===== src/rtl/rpsc_pkg.sv =====
// Shared definitions for the first-fault capture block.
//   rpsc_state_t  : capture state (ARMED, CAPTURED, REPORTED)
//   rpsc_report_t : report word layout {index, stamp}, MSB first
//   RPSC_*        : default channel count and field widths
package rpsc_pkg;

    localparam int RPSC_N_CH  = 8;
    localparam int RPSC_TS_W  = 16;
    localparam int RPSC_CNT_W = 8;
    localparam int RPSC_IDX_W = $clog2(RPSC_N_CH);

    typedef enum logic [1:0] {
        ARMED    = 2'd0,
        CAPTURED = 2'd1,
        REPORTED = 2'd2
    } rpsc_state_t;

    typedef struct packed {
        logic [RPSC_IDX_W-1:0] index;
        logic [RPSC_TS_W-1:0]  stamp;
    } rpsc_report_t;

endpackage


===== src/rtl/rpsc_prio_enc.sv =====
// Lowest-index-first priority encoder (combinational).
//   vec   : request vector, bit i = channel i
//   found : at least one bit of vec is set
//   index : position of the lowest set bit (0 when found = 0)
module rpsc_prio_enc #(
    parameter int N  = 8,
    parameter int IW = $clog2(N)
) (
    input  logic [N-1:0]  vec,
    output logic          found,
    output logic [IW-1:0] index
);

    // Scan from the top down so the lowest set bit is written last and wins.
    always_comb begin
        found = 1'b0;
        index = '0;
        for (int i = N - 1; i >= 0; i--) begin
            if (vec[i]) begin
                found = 1'b1;
                index = IW'(i);
            end
        end
    end

endmodule


===== src/rtl/rpsc_first_fault_capture.sv =====
// First-out fault capture for the latched-alarm (LA) lines.
// Records the first channel to rise, the timer value at that moment and the
// mask of all channels that rose in the same cycle, then offers {index, time}
// as a report word. The capture is held until the report has been taken, the
// operator acknowledges and every LA line is low again.
//   clk, reset       : clock; asynchronous active-low reset
//   LA_Test          : lamp test, masks all rising edges while high
//   fault_la         : latched-alarm lines (same clock domain)
//   ack              : operator acknowledge (level)
//   ff_valid         : a capture is held
//   ff_index/simul   : first channel / all channels rising in the capture cycle
//   ff_time          : time-since-armed at capture, in clk cycles
//   fault_any        : registered OR of fault_la
//   evt_cnt          : saturating count of cycles with any unmasked rising edge
//   rpt_valid/ready  : report handshake. rpt_data is held constant while
//                      rpt_valid is high, and rpt_valid falls only in the cycle
//                      after a clock edge that sees rpt_valid && rpt_ready.
//                      rpt_ready with rpt_valid low has no effect.
//   rpt_data         : {ff_index, ff_time}
//   fsm_state        : current capture state, for observation
module rpsc_first_fault_capture
    import rpsc_pkg::*;
#(
    parameter  int N_CH  = RPSC_N_CH,
    parameter  int TS_W  = RPSC_TS_W,
    parameter  int CNT_W = RPSC_CNT_W,
    localparam int IDX_W = $clog2(N_CH)
) (
    input  logic               clk,
    input  logic               reset,
    input  logic               LA_Test,
    input  logic [N_CH-1:0]    fault_la,
    input  logic               ack,
    output logic               ff_valid,
    output logic [IDX_W-1:0]   ff_index,
    output logic [N_CH-1:0]    ff_simul,
    output logic [TS_W-1:0]    ff_time,
    output logic               fault_any,
    output logic [CNT_W-1:0]   evt_cnt,
    output logic               rpt_valid,
    input  logic               rpt_ready,
    output logic [IDX_W+TS_W-1:0] rpt_data,
    output rpsc_state_t        fsm_state
);

    rpsc_state_t       state;
    logic [N_CH-1:0]   prev;
    logic [TS_W-1:0]   timer;
    logic [N_CH-1:0]   rise;
    logic              rise_found;
    logic [IDX_W-1:0]  rise_index;

    // prev tracks fault_la even during lamp test, so a line that rose under
    // lamp test is already "old" when the test ends and is never captured.
    assign rise = fault_la & ~prev & {N_CH{~LA_Test}};

    rpsc_prio_enc #(
        .N  (N_CH),
        .IW (IDX_W)
    ) u_prio (
        .vec   (rise),
        .found (rise_found),
        .index (rise_index)
    );

    assign rpt_data  = {ff_index, ff_time};
    assign fsm_state = state;

    always_ff @(posedge clk or negedge reset) begin
        if (!reset) begin
            state     <= ARMED;
            prev      <= '0;
            timer     <= '0;
            ff_valid  <= 1'b0;
            ff_index  <= '0;
            ff_simul  <= '0;
            ff_time   <= '0;
            fault_any <= 1'b0;
            evt_cnt   <= '0;
            rpt_valid <= 1'b0;
        end else begin
            prev      <= fault_la;
            fault_any <= |fault_la;

            if (rise_found && (evt_cnt != '1)) begin
                evt_cnt <= evt_cnt + CNT_W'(1);
            end

            case (state)
                ARMED: begin
                    if (timer != '1) begin
                        timer <= timer + TS_W'(1);
                    end
                    if (rise_found) begin
                        ff_index  <= rise_index;
                        ff_simul  <= rise;
                        ff_time   <= timer;
                        ff_valid  <= 1'b1;
                        rpt_valid <= 1'b1;
                        state     <= CAPTURED;
                    end
                end
                CAPTURED: begin
                    if (rpt_valid && rpt_ready) begin
                        rpt_valid <= 1'b0;
                        state     <= REPORTED;
                    end
                end
                REPORTED: begin
                    // Release only once every LA line has cleared.
                    if (ack && (fault_la == '0)) begin
                        ff_valid <= 1'b0;
                        ff_index <= '0;
                        ff_simul <= '0;
                        ff_time  <= '0;
                        timer    <= '0;
                        state    <= ARMED;
                    end
                end
                default: begin
                    state <= ARMED;
                end
            endcase
        end
    end

endmodule


===== config.mk =====
export PLATFORM = sky130hd
export DESIGN_NAME = rpsc_first_fault_capture
export DESIGN_NICKNAME = d
export VERILOG_FILES = /design/src/rtl/rpsc_pkg.sv /design/src/rtl/rpsc_prio_enc.sv /design/src/rtl/rpsc_first_fault_capture.sv
export SDC_FILE = /design/constraint.sdc
export NUM_CORES = 1
export LEC_CHECK = 0
export ABC_CLOCK_PERIOD_IN_PS = 3400
export BUFFER_PORTS_ARGS = -buffer_cell sky130_fd_sc_hd__clkbuf_2
export CAP_MARGIN = 20
export CORE_MARGIN = 4
export CORE_UTILIZATION = 25
export CTS_CLUSTER_DIAMETER = 60
export DETAILED_ROUTE_END_ITERATION = 6
export PLACE_DENSITY = 0.42
export REMOVE_ABC_BUFFERS = 1
export SLEW_MARGIN = 20
export SYNTH_ARGS = -nofsm -noshare
export SYNTH_HDL_FRONTEND = slang
export SYNTH_SLANG_ARGS = --single-unit

===== constraint.sdc =====
create_clock -name clk -period 3.4 [get_ports clk]
set_input_delay 0.51 -clock clk [delete_from_list [all_inputs] [get_ports clk]]
set_output_delay 0.51 -clock clk [all_outputs]
set_load 0.005 [all_outputs]

-- After elaboration in Yosys (flattened, before gate mapping)
Cells that the tools add are included.
- register bits after elaboration: 64
- output and inout bits: 59
- logic and storage cells: 72
- add/sub/neg operators: 2
- eq/ne operators: 8
- multiplexer cells: 36
- bitwise operators: 4
- reductions and logical operators: 12
- operator list (operator ; number):
    $pmux W16 S2 ; 2
    $mux W16 ; 3
    $mux W3 ; 10
    $add A16 B1 Y16 const B ; 1
    $and A8 B8 Y8 ; 2
    $mux W8 ; 2
    $ne A16 B16 Y1 const B ; 1
    $pmux W8 S2 ; 1
    $reduce_and A3 Y1 ; 4
    $mux W1 ; 11
    $add A8 B1 Y8 const B ; 1
    $logic_not A8 Y1 ; 1
    $ne A2 B2 Y1 const B ; 4
    $ne A8 B8 Y1 const B ; 1
    $not A8 Y8 ; 1
    $reduce_or A8 Y1 ; 1
    $mux W2 ; 3
    $pmux W2 S3 ; 1
    $pmux W3 S2 ; 1
    $pmux W1 S2 ; 2
    $reduce_bool A2 Y1 ; 2
    $logic_and A1 B1 Y1 ; 3
    $eq A2 B1 Y1 const B ; 1
    $eq A2 B2 Y1 const B ; 1
    2 further kinds ; 2

-- Depth between registers and ports, before layout
Gate-level depths: netlist of run 1.
- word-level depth: 13
- mapped depth: 7
- depth with buffers taken out: 6

-- By module
Synthesis of run 1 repeated with hierarchy kept, for this count alone.
- cell total of the unflattened synthesis: 300
- area, all modules: 2970.3 sq um
- modules (own cells, without submodules) (module ; times used ; cells each ; area each (sq um) ; seq. area each (sq um)):
    rpsc_first_fault_capture ; 1 ; 287 ; 2890.3 ; 1601.5
    rpsc_prio_enc ; 1 ; 13 ; 80.1 ; 0.0

-- Worst setup path before layout of run 1
OpenSTA, ideal clock, no wires.
- path kind: input port to flip-flop
- start point: in fault_la[2]
- end point: reg timer[8]
- arrival time: 1.745 ns
- path slack: 1.589 ns
- stages on the path: 5
- path buffers: 0
- path through: nor4_4 -> a41oi_2 -> a21o_2 -> or4_1 -> nand2_1
- cells in the longest elaborated chain, start to end: 4
- ends and longest elaborated chain (element ; line ; text):
    start: declaration ; rpsc_first_fault_capture.sv:32 ; input logic [N_CH-1:0] fault_la,
    $logic_not A8 Y1 ; rpsc_first_fault_capture.sv:111 ; if (ack && (fault_la == '0)) begin
    $logic_and A1 B1 Y1 ; rpsc_first_fault_capture.sv:111 ;
    $ne A2 B2 Y1 (no source line) ; -- ;
    $reduce_and A3 Y1 (no source line) ; -- ;
    end signal: assignment ; rpsc_first_fault_capture.sv:92 ; timer <= timer + TS_W'(1);
    end: declaration ; rpsc_first_fault_capture.sv:48 ; logic [TS_W-1:0] timer;
Every way passes these cells.
A chain may end at the register's enable or synchronous reset.

-- Worst setup path after layout of run 1
- start point: reg state[1] (netlist: fsm_state[1])
- end point: reg timer[3]
- cells in the longest elaborated chain, start to end: 3
- elaborated cells between the ends (all ways): 7
- classes of those cells: eq/ne: 3; mux: 1; reduce/logical: 3
- ends and longest elaborated chain (element ; line ; text):
    start: declaration ; rpsc_first_fault_capture.sv:46 ; rpsc_state_t state;
    start signal: assignment ; rpsc_first_fault_capture.sv:71 ; state <= ARMED;
    start signal: assignment ; rpsc_first_fault_capture.sv:100 ; state <= CAPTURED;
    start signal: assignment ; rpsc_first_fault_capture.sv:106 ; state <= REPORTED;
    $eq A2 B2 Y1 / $logic_not A2 Y1 (equally long branches) ; rpsc_first_fault_capture.sv:89 ; case (state)
    $ne A2 B2 Y1 (no source line) / $reduce_bool A2 Y1 (equally long branches) ; -- ;
    $reduce_and A3 Y1 (no source line) ; -- ;
Parallel ways exist; a longest one is shown, timed or not.

==> results.sh, run 1 <==
export IMPL_wl_met2_um=3269
export IMPL_syn_inst=305
export IMPL_slew_headroom_pct=62.94
export IMPL_routed_via_density=4.632
export IMPL_fin_skew_ns=0.005257
export IMPL_post_place_ws_ns=1.214
export IMPL_crit_arrival_ns=2.29
export IMPL_path_cells="nor2_1, a41oi_2, a21o_2, or4_1, nand2_1"
export IMPL_drive_above_1_share_pct=27.40
export IMPL_synthFlopType="dfrtp_1"
export IMPL_ys_top_cells_by_area="dfrtp_1 (53%), nand2_1 (6.3%), nand3_1 (6.1%)"
export IMPL_setup_tns_ns=0
export IMPL_cts_reportedPaths_clkPinSlew_ns=0.05
export IMPL_avgRoutedWirePerCell_um=14.66
export IMPL_synth_top_area_cell="dfrtp_1"
export IMPL_grt_pass1_wl_um=12270
export IMPL_syn_avg_cell_area_um2=9.960
export IMPL_cp_slowest_cell="dfrtp_1"
export IMPL_worstPathRequired_ns=3.66
export IMPL_wirelength_met1_um=3744
export IMPL_fin_nets=375
export IMPL_hold_viol=0
export IMPL_place_congestion=0.7301
export IMPL_antenna_found_initial=0
export IMPL_initial_core_util_pct=26.05
export IMPL_worst_pin_slew_ns=0.5559
export IMPL_die_width_um=118.2
export IMPL_grt_usage_pct=10.89
export IMPL_drc=0
export IMPL_synthToLayoutAreaGrowth_pct=21.99
export IMPL_postCtsSetupBuffers=0
export IMPL_setup_viol=0
export IMPL_port_buffers=71
export IMPL_slew_viol_final=0
export IMPL_post_route_util_pct=31.78
export IMPL_vias=2353
export IMPL_drtPass1Iterations=4
export IMPL_ir_drop_uv=263.2
export IMPL_multiInputGateArea_mm2=0.001209
export IMPL_fmax_ghz=0.4932
export IMPL_ys_ff_latch=64
export IMPL_slowest_delay_ns=0.50
export IMPL_status="finished clean"
export IMPL_fp_dieH_um=118.2
export IMPL_grt_overflow_total=0
export IMPL_fin_crit_sh_pct=59.63
export IMPL_cts_buffers=9
export IMPL_cts_resized=0
export IMPL_end_kind="flip-flop"
export IMPL_synth_top_area_share_pct=52.72
export IMPL_p_leak_nw=1.810
export IMPL_cts_tree="yes"
export IMPL_syn_cell_area_mm2=0.003038
export IMPL_critPathTopFamily="simple AND/OR/NAND/NOR gates"
export IMPL_grt_max_degree=43
export IMPL_path_buf_inv=0
export IMPL_rows=39
export IMPL_path_max_fanout=19
export IMPL_grt_pass1_vias=2327
export IMPL_ys_types=45
export IMPL_ant_nets=0
export IMPL_fp_coreArea_mm2=0.01166
export IMPL_io_pins=72
export IMPL_cts_path_max_buffers=2
export IMPL_ys_seq_area_share_pct=52.72
export IMPL_n_antenna_cell=0
export IMPL_grt_setup_unrepaired="false"
export IMPL_postSynth_asyncResetShare_pct=100.0
export IMPL_place_hpwl_um=5227
export IMPL_wl_met3_um=340
export IMPL_top_layer_used="met4"
export IMPL_cp_start_kind="flip-flop"
export IMPL_drt_total_wl_um=7446
export IMPL_synth_edf_count=0
export IMPL_maxCapViolCount=0
export IMPL_dieArea_mm2=0.01398
export IMPL_hp_class="in -> async"
export IMPL_ctsHoldBuffers=0
export IMPL_cts_sinks=64
export IMPL_yosysWarnings=0
export IMPL_htree_levels=3
export IMPL_fin_ws_ns=1.373
export IMPL_ff_latch_area_mm2=0.001602
export IMPL_power_density_mw_per_mm2=759.7
export IMPL_clock_root_buffer="clkbuf_16"
export IMPL_clock_latency_ns=0.32
export IMPL_criticalPathCategory="reg -> reg"
export IMPL_period_needed_ns=2.027
export IMPL_fillerInstances=1188
export IMPL_drt_iter0_drc=119
## cell usage after synthesis (2+ instances only)
cell type  count
o21ai_0       19
o21a_1         2
a21oi_1        7
nor3_1         3
nand2b_1       9
ha_1           2
or3_1          4
nand4_1        2
dfrtp_1       64
inv_1         10
nand2_1       51
or4_1          4
o21ai_1        3
and3_1         5
nand3_1       37
buf_4         19
nor2_1         9
o211ai_1       4
o31ai_1        3
mux2i_1        4
nor4_4         3
nor4_1         3
xor2_1         7
clkbuf_1       7
buf_2          2
a41oi_2        3
## flip-flops by register name, indices dropped and copies added, names as in the netlist
name       count
ff_simul       8
evt_cnt        8
timer         16
ff_index       3
fault_any      1
prev           8
ff_time       16
rpt_valid      1
fsm_state      2
ff_valid       1
## path summary, 6_finish.rpt
kind | startpoint | end | slack, ns | depth (start not counted)
hold reg to reg | ff_valid | ff_valid | 0.47 | 2
setup / recovery | fsm_state[1] | timer[3] | 1.37 | 5
setup reg to reg | fsm_state[1] | timer[3] | 1.37 | 5
min in group clk | fault_la[2] | prev[2] | 0.36 | 1
hold / removal | reset | timer[7] | 0.17 | 1
max in group asynchronous | reset | ff_simul[6] | 2.27 | 2
## through the flow
stage	cells	hold slack [ns]	instance area, um2	power (mW)
floorplan	275	0.2144	2844	1.532
global placement	492	0.4622	3405	1.913
detailed placement	492	0.4669	3405	1.921
CTS	508	0.1891	3706	2.868
global route	508	0.2239	3706	3.010
finish	508	0.1692	3706	2.815
## placed cells by master (no fill, tap or decap), types with 4 or more instances in the layout
master and n:
or3_1 4, nand2b_1 9, nand3_1 37, and3_1 5
nand2_1 51, o211ai_1 4, or4_1 4, inv_1 10
mux2i_1 4, a21oi_1 7, clkbuf_2 70, clkbuf_16 9
xor2_1 7, nor2_1 9, o21ai_0 19, dfrtp_1 64
## power breakdown
group / leakage (nW) / switching (mW) / internal, mW
clock: 0.143 / 0.317 / 0.608
sequential: 0.802 / 0.210 / 0.957
combinational: 0.864 / 0.400 / 0.322
total: 1.81 / 0.928 / 1.89
## layout make-up
class,instances,area share [%]
clock inverters,2,1.013
multi-input cells,201,32.61
flip-flops and latches,64,43.21
repair buffers,74,10.20
well taps,143,4.828
clock buffers,14,7.124
inverters,10,1.013
## cells by family (layout without fill, tap and decap cells)
family / Yosys count / in the layout / share of synthesized area (%)
AO/OA/AOI/OAI: 52 / 52 / 11.82
multiplexers: 5 / 5 / 1.689
adder cells (fa/ha/maj): 2 / 2 / 0.8236
XOR/XNOR: 8 / 8 / 2.307
buffers and inverters: 40 / 100 / 7.620
AND/OR/NAND/NOR: 134 / 134 / 23.02
flip-flops: 64 / 64 / 52.72
## layer usage
layer  vias to the layer above  GRT usage, %
li1                       1167             -
met1                      1122         15.35
met2                        57         15.97
met3                         7         2.865
met4                         0         4.176
met5                         -             0
Note: power is estimated with default switching activity, not from simulation.
==> run 2: changes to the inputs <==
--- a/config.mk
+++ b/config.mk
@@ -5,7 +5,7 @@
 export SDC_FILE = /design/constraint.sdc
 export NUM_CORES = 1
 export LEC_CHECK = 0
-export ABC_CLOCK_PERIOD_IN_PS = 3400
+export ABC_CLOCK_PERIOD_IN_PS = 2100
 export BUFFER_PORTS_ARGS = -buffer_cell sky130_fd_sc_hd__clkbuf_2
 export CAP_MARGIN = 20
 export CORE_MARGIN = 4
==> constraint.sdc (replaced) <==
create_clock -name clk -period 2.1 [get_ports clk]
set_input_delay 0.315 -clock clk [delete_from_list [all_inputs] [get_ports clk]]
set_output_delay 0.315 -clock clk [all_outputs]
set_load 0.005 [all_outputs]
==> run 2 against run 1 <==
Effect of this change: via count grew 1.5%; global-route usage is 0.35 points higher; sequential share of layout area is 1.7 points lower; sequential power up 60%; wire length grew 1.3%; clock power increased by 91%; die area unchanged; core utilization is 1.3 points higher; clock-buffer cell count decreased by 3; final cell count rose by 1.6%; clock skew is 0.0014 ns lower; largest cell class unchanged; highest routed layer unchanged.
==> results.sh, run 2 (synthesis gave the netlist of run 1 again) <==
export IMPL_status="finished clean"
export IMPL_top_regs="ff_time: 16 flops, timer: 16 flops"
export IMPL_crit_path_start="timer[0]"
export IMPL_fin_area_mm2=0.003854
export IMPL_crit_arrival_ns=2.15
export IMPL_fin_crit_sh_pct=90.57
export IMPL_r2r_slack_ns=0.20
export IMPL_worst_pin_slew_ns=0.5048
export IMPL_gr_max_usage_layer="met2"
export IMPL_setup_tns_ns=0
export IMPL_cts_buffers=9
export IMPL_fmax_ghz=0.5258
export IMPL_fin_nets=383
export IMPL_worstRegToRegCells=6
export IMPL_grt_use_met3_pct=2.865
export IMPL_final_cell_mix="clkbuf_2 (70), dfrtp_1 (64), nand2_1 (51)"
export IMPL_drive_above_1_share_pct=29.49
export IMPL_period_needed_ns=1.902
export IMPL_io_pins=72
export IMPL_path_cells="ha_1, nand3_1, nor4_4, a211o_1, nor4_1, mux2i_1"
export IMPL_cts_reportedPaths_clkPinSlew_ns=0.05
export IMPL_avgRoutedWirePerCell_um=14.62
export IMPL_htree_levels=3
export IMPL_post_place_ws_ns=0.08139
export IMPL_power_density_mw_per_mm2=1274
export IMPL_setup_viol=0
export IMPL_grt_pass1_vias=2387
export IMPL_criticalPathCategory="reg -> reg"
export IMPL_fp_dieH_um=118.2
export IMPL_p_leak_nw=1.888
export IMPL_drt_total_wl_um=7546
export IMPL_cts_path_max_buffers=2
export IMPL_fin_skew_ns=0.003825
export IMPL_grt_pass1_wl_um=12620
export IMPL_cp_slowest_cell="dfrtp_1"
export IMPL_dieArea_mm2=0.01398
export IMPL_crit_path_end="timer[15]"
export IMPL_hold_viol=0
export IMPL_synthToLayoutAreaGrowth_pct=26.85
export IMPL_fp_coreArea_mm2=0.01166
export IMPL_maxCapViolCount=0
export IMPL_fin_ws_ns=0.1981
export IMPL_ant_nets=0
export IMPL_use_met1_pct=15.52
export IMPL_clock_latency_ns=0.33
export IMPL_path_max_fanout=6
export IMPL_use_met2_pct=16.26
export IMPL_slew_headroom_pct=66.35
export IMPL_routed_via_density=4.630
export IMPL_worstPathRequired_ns=2.35
export IMPL_cp_start_kind="flip-flop"
export IMPL_drc=0
export IMPL_rows=39
export IMPL_die_width_um=118.2
export IMPL_hp_class="in -> reg"
export IMPL_placed_area_mm2=0.003482
export IMPL_grt_setup_unrepaired="false"
export IMPL_port_buffers=71
export IMPL_postCtsSetupBuffers=0
export IMPL_place_congestion=0.7457
export IMPL_slowest_delay_ns=0.43
export IMPL_antenna_found_initial=0
export IMPL_initial_core_util_pct=26.05
export IMPL_grt_max_degree=46
export IMPL_cts_sinks=64
export IMPL_ir_drop_uv=369.1
export IMPL_vias=2389
export IMPL_cts_tree="yes"
export IMPL_r2r_end="timer[15]"
export IMPL_clock_root_buffer="clkbuf_16"
export IMPL_hold_depth=1
export IMPL_total_power_mw=4.911
export IMPL_end_kind="flip-flop"
export IMPL_grt_overflow_total=0
export IMPL_drt_iter0_drc=114
export IMPL_n_antenna_cell=0
export IMPL_slew_viol_final=0
export IMPL_rr_startpoint="timer[0]"
export IMPL_drtPass1Iterations=4
export IMPL_place_hpwl_um=5293
export IMPL_layout_commonest_cell="clkbuf_2"
export IMPL_grt_usage_pct=11.24
run 2: cell types whose count changed in the layout (fill, tap and decap cells not counted), sizes merged:
cell,previous run,this run
dlygate4sd3,0,1
bufinv,1,3
buf,4,11
clkinv,0,1
clkbuf,84,81
run 2: how the worst min path moves through the flow:
| stage | from | to | slack (ns) |
|---|---|---|---|
| 6_report | fault_la[1] | prev[1] | 0.15 |
| 5_1_grt | fault_la[1] | prev[1] | 0.14 |
| 4_1_cts | fault_la[1] | prev[1] | 0.14 |
| 3_5_place_dp | reset | timer[9] | 0.32 |
| 3_3_place_gp | reset | timer[9] | 0.32 |
| 2_1_floorplan | reset | evt_cnt[0] | 0.02 |
run 2: worst max-delay path, delay by kind of cell, from the launching register on:
family | cells | cell delay, ns
AOI/OAI and AO/OA | 1 | 0.34
muxes | 1 | 0.22
DFF | 1 | 0.43
and+or+nand+nor | 3 | 0.59
adders and majority gates | 1 | 0.25
run 2: metrics by stage:
step | util, % | hold WS (ns) | cells
4_1_cts | 32.99 | 0.1365 | 516
3_3_place_gp | 29.86 | 0.3213 | 499
5_1_grt | 33.04 | 0.1360 | 516
6_report | 33.04 | 0.1478 | 516
2_1_floorplan | - | 0.01941 | 275
3_5_place_dp | 29.86 | 0.3223 | 499
run 2: metal layers:
metal,part of all wire (%),vias up
met2,44,58
li1,-,1190
met5,0,-
met1,49,1128
met4,2.2,0
met3,4.5,13
run 2: power breakdown:
| part | switching, mW | internal (mW) |
|---|---|---|
| Sequential | 0.315 | 1.55 |
| Clock | 0.549 | 1.22 |
| Combinational | 0.685 | 0.591 |
run 2: what timing repair did:
action | in CTS | in global routing
endpoints found under the setup margin | 0 | 2
hold endpoints to repair | 19 | 0
resized for setup | 0 | 1
hold buffers | 1 | 0
run 2: final cells by class:
type                    instances  area (um2)
multi-input cells             201        1215
fillers                      1208        7809
well taps                     143       178.9
flip-flops and latches         64        1602
clock buffers                  11       252.7
clock inverters                 5       102.6
inverters                      10       37.54
repair buffers                 82       465.4
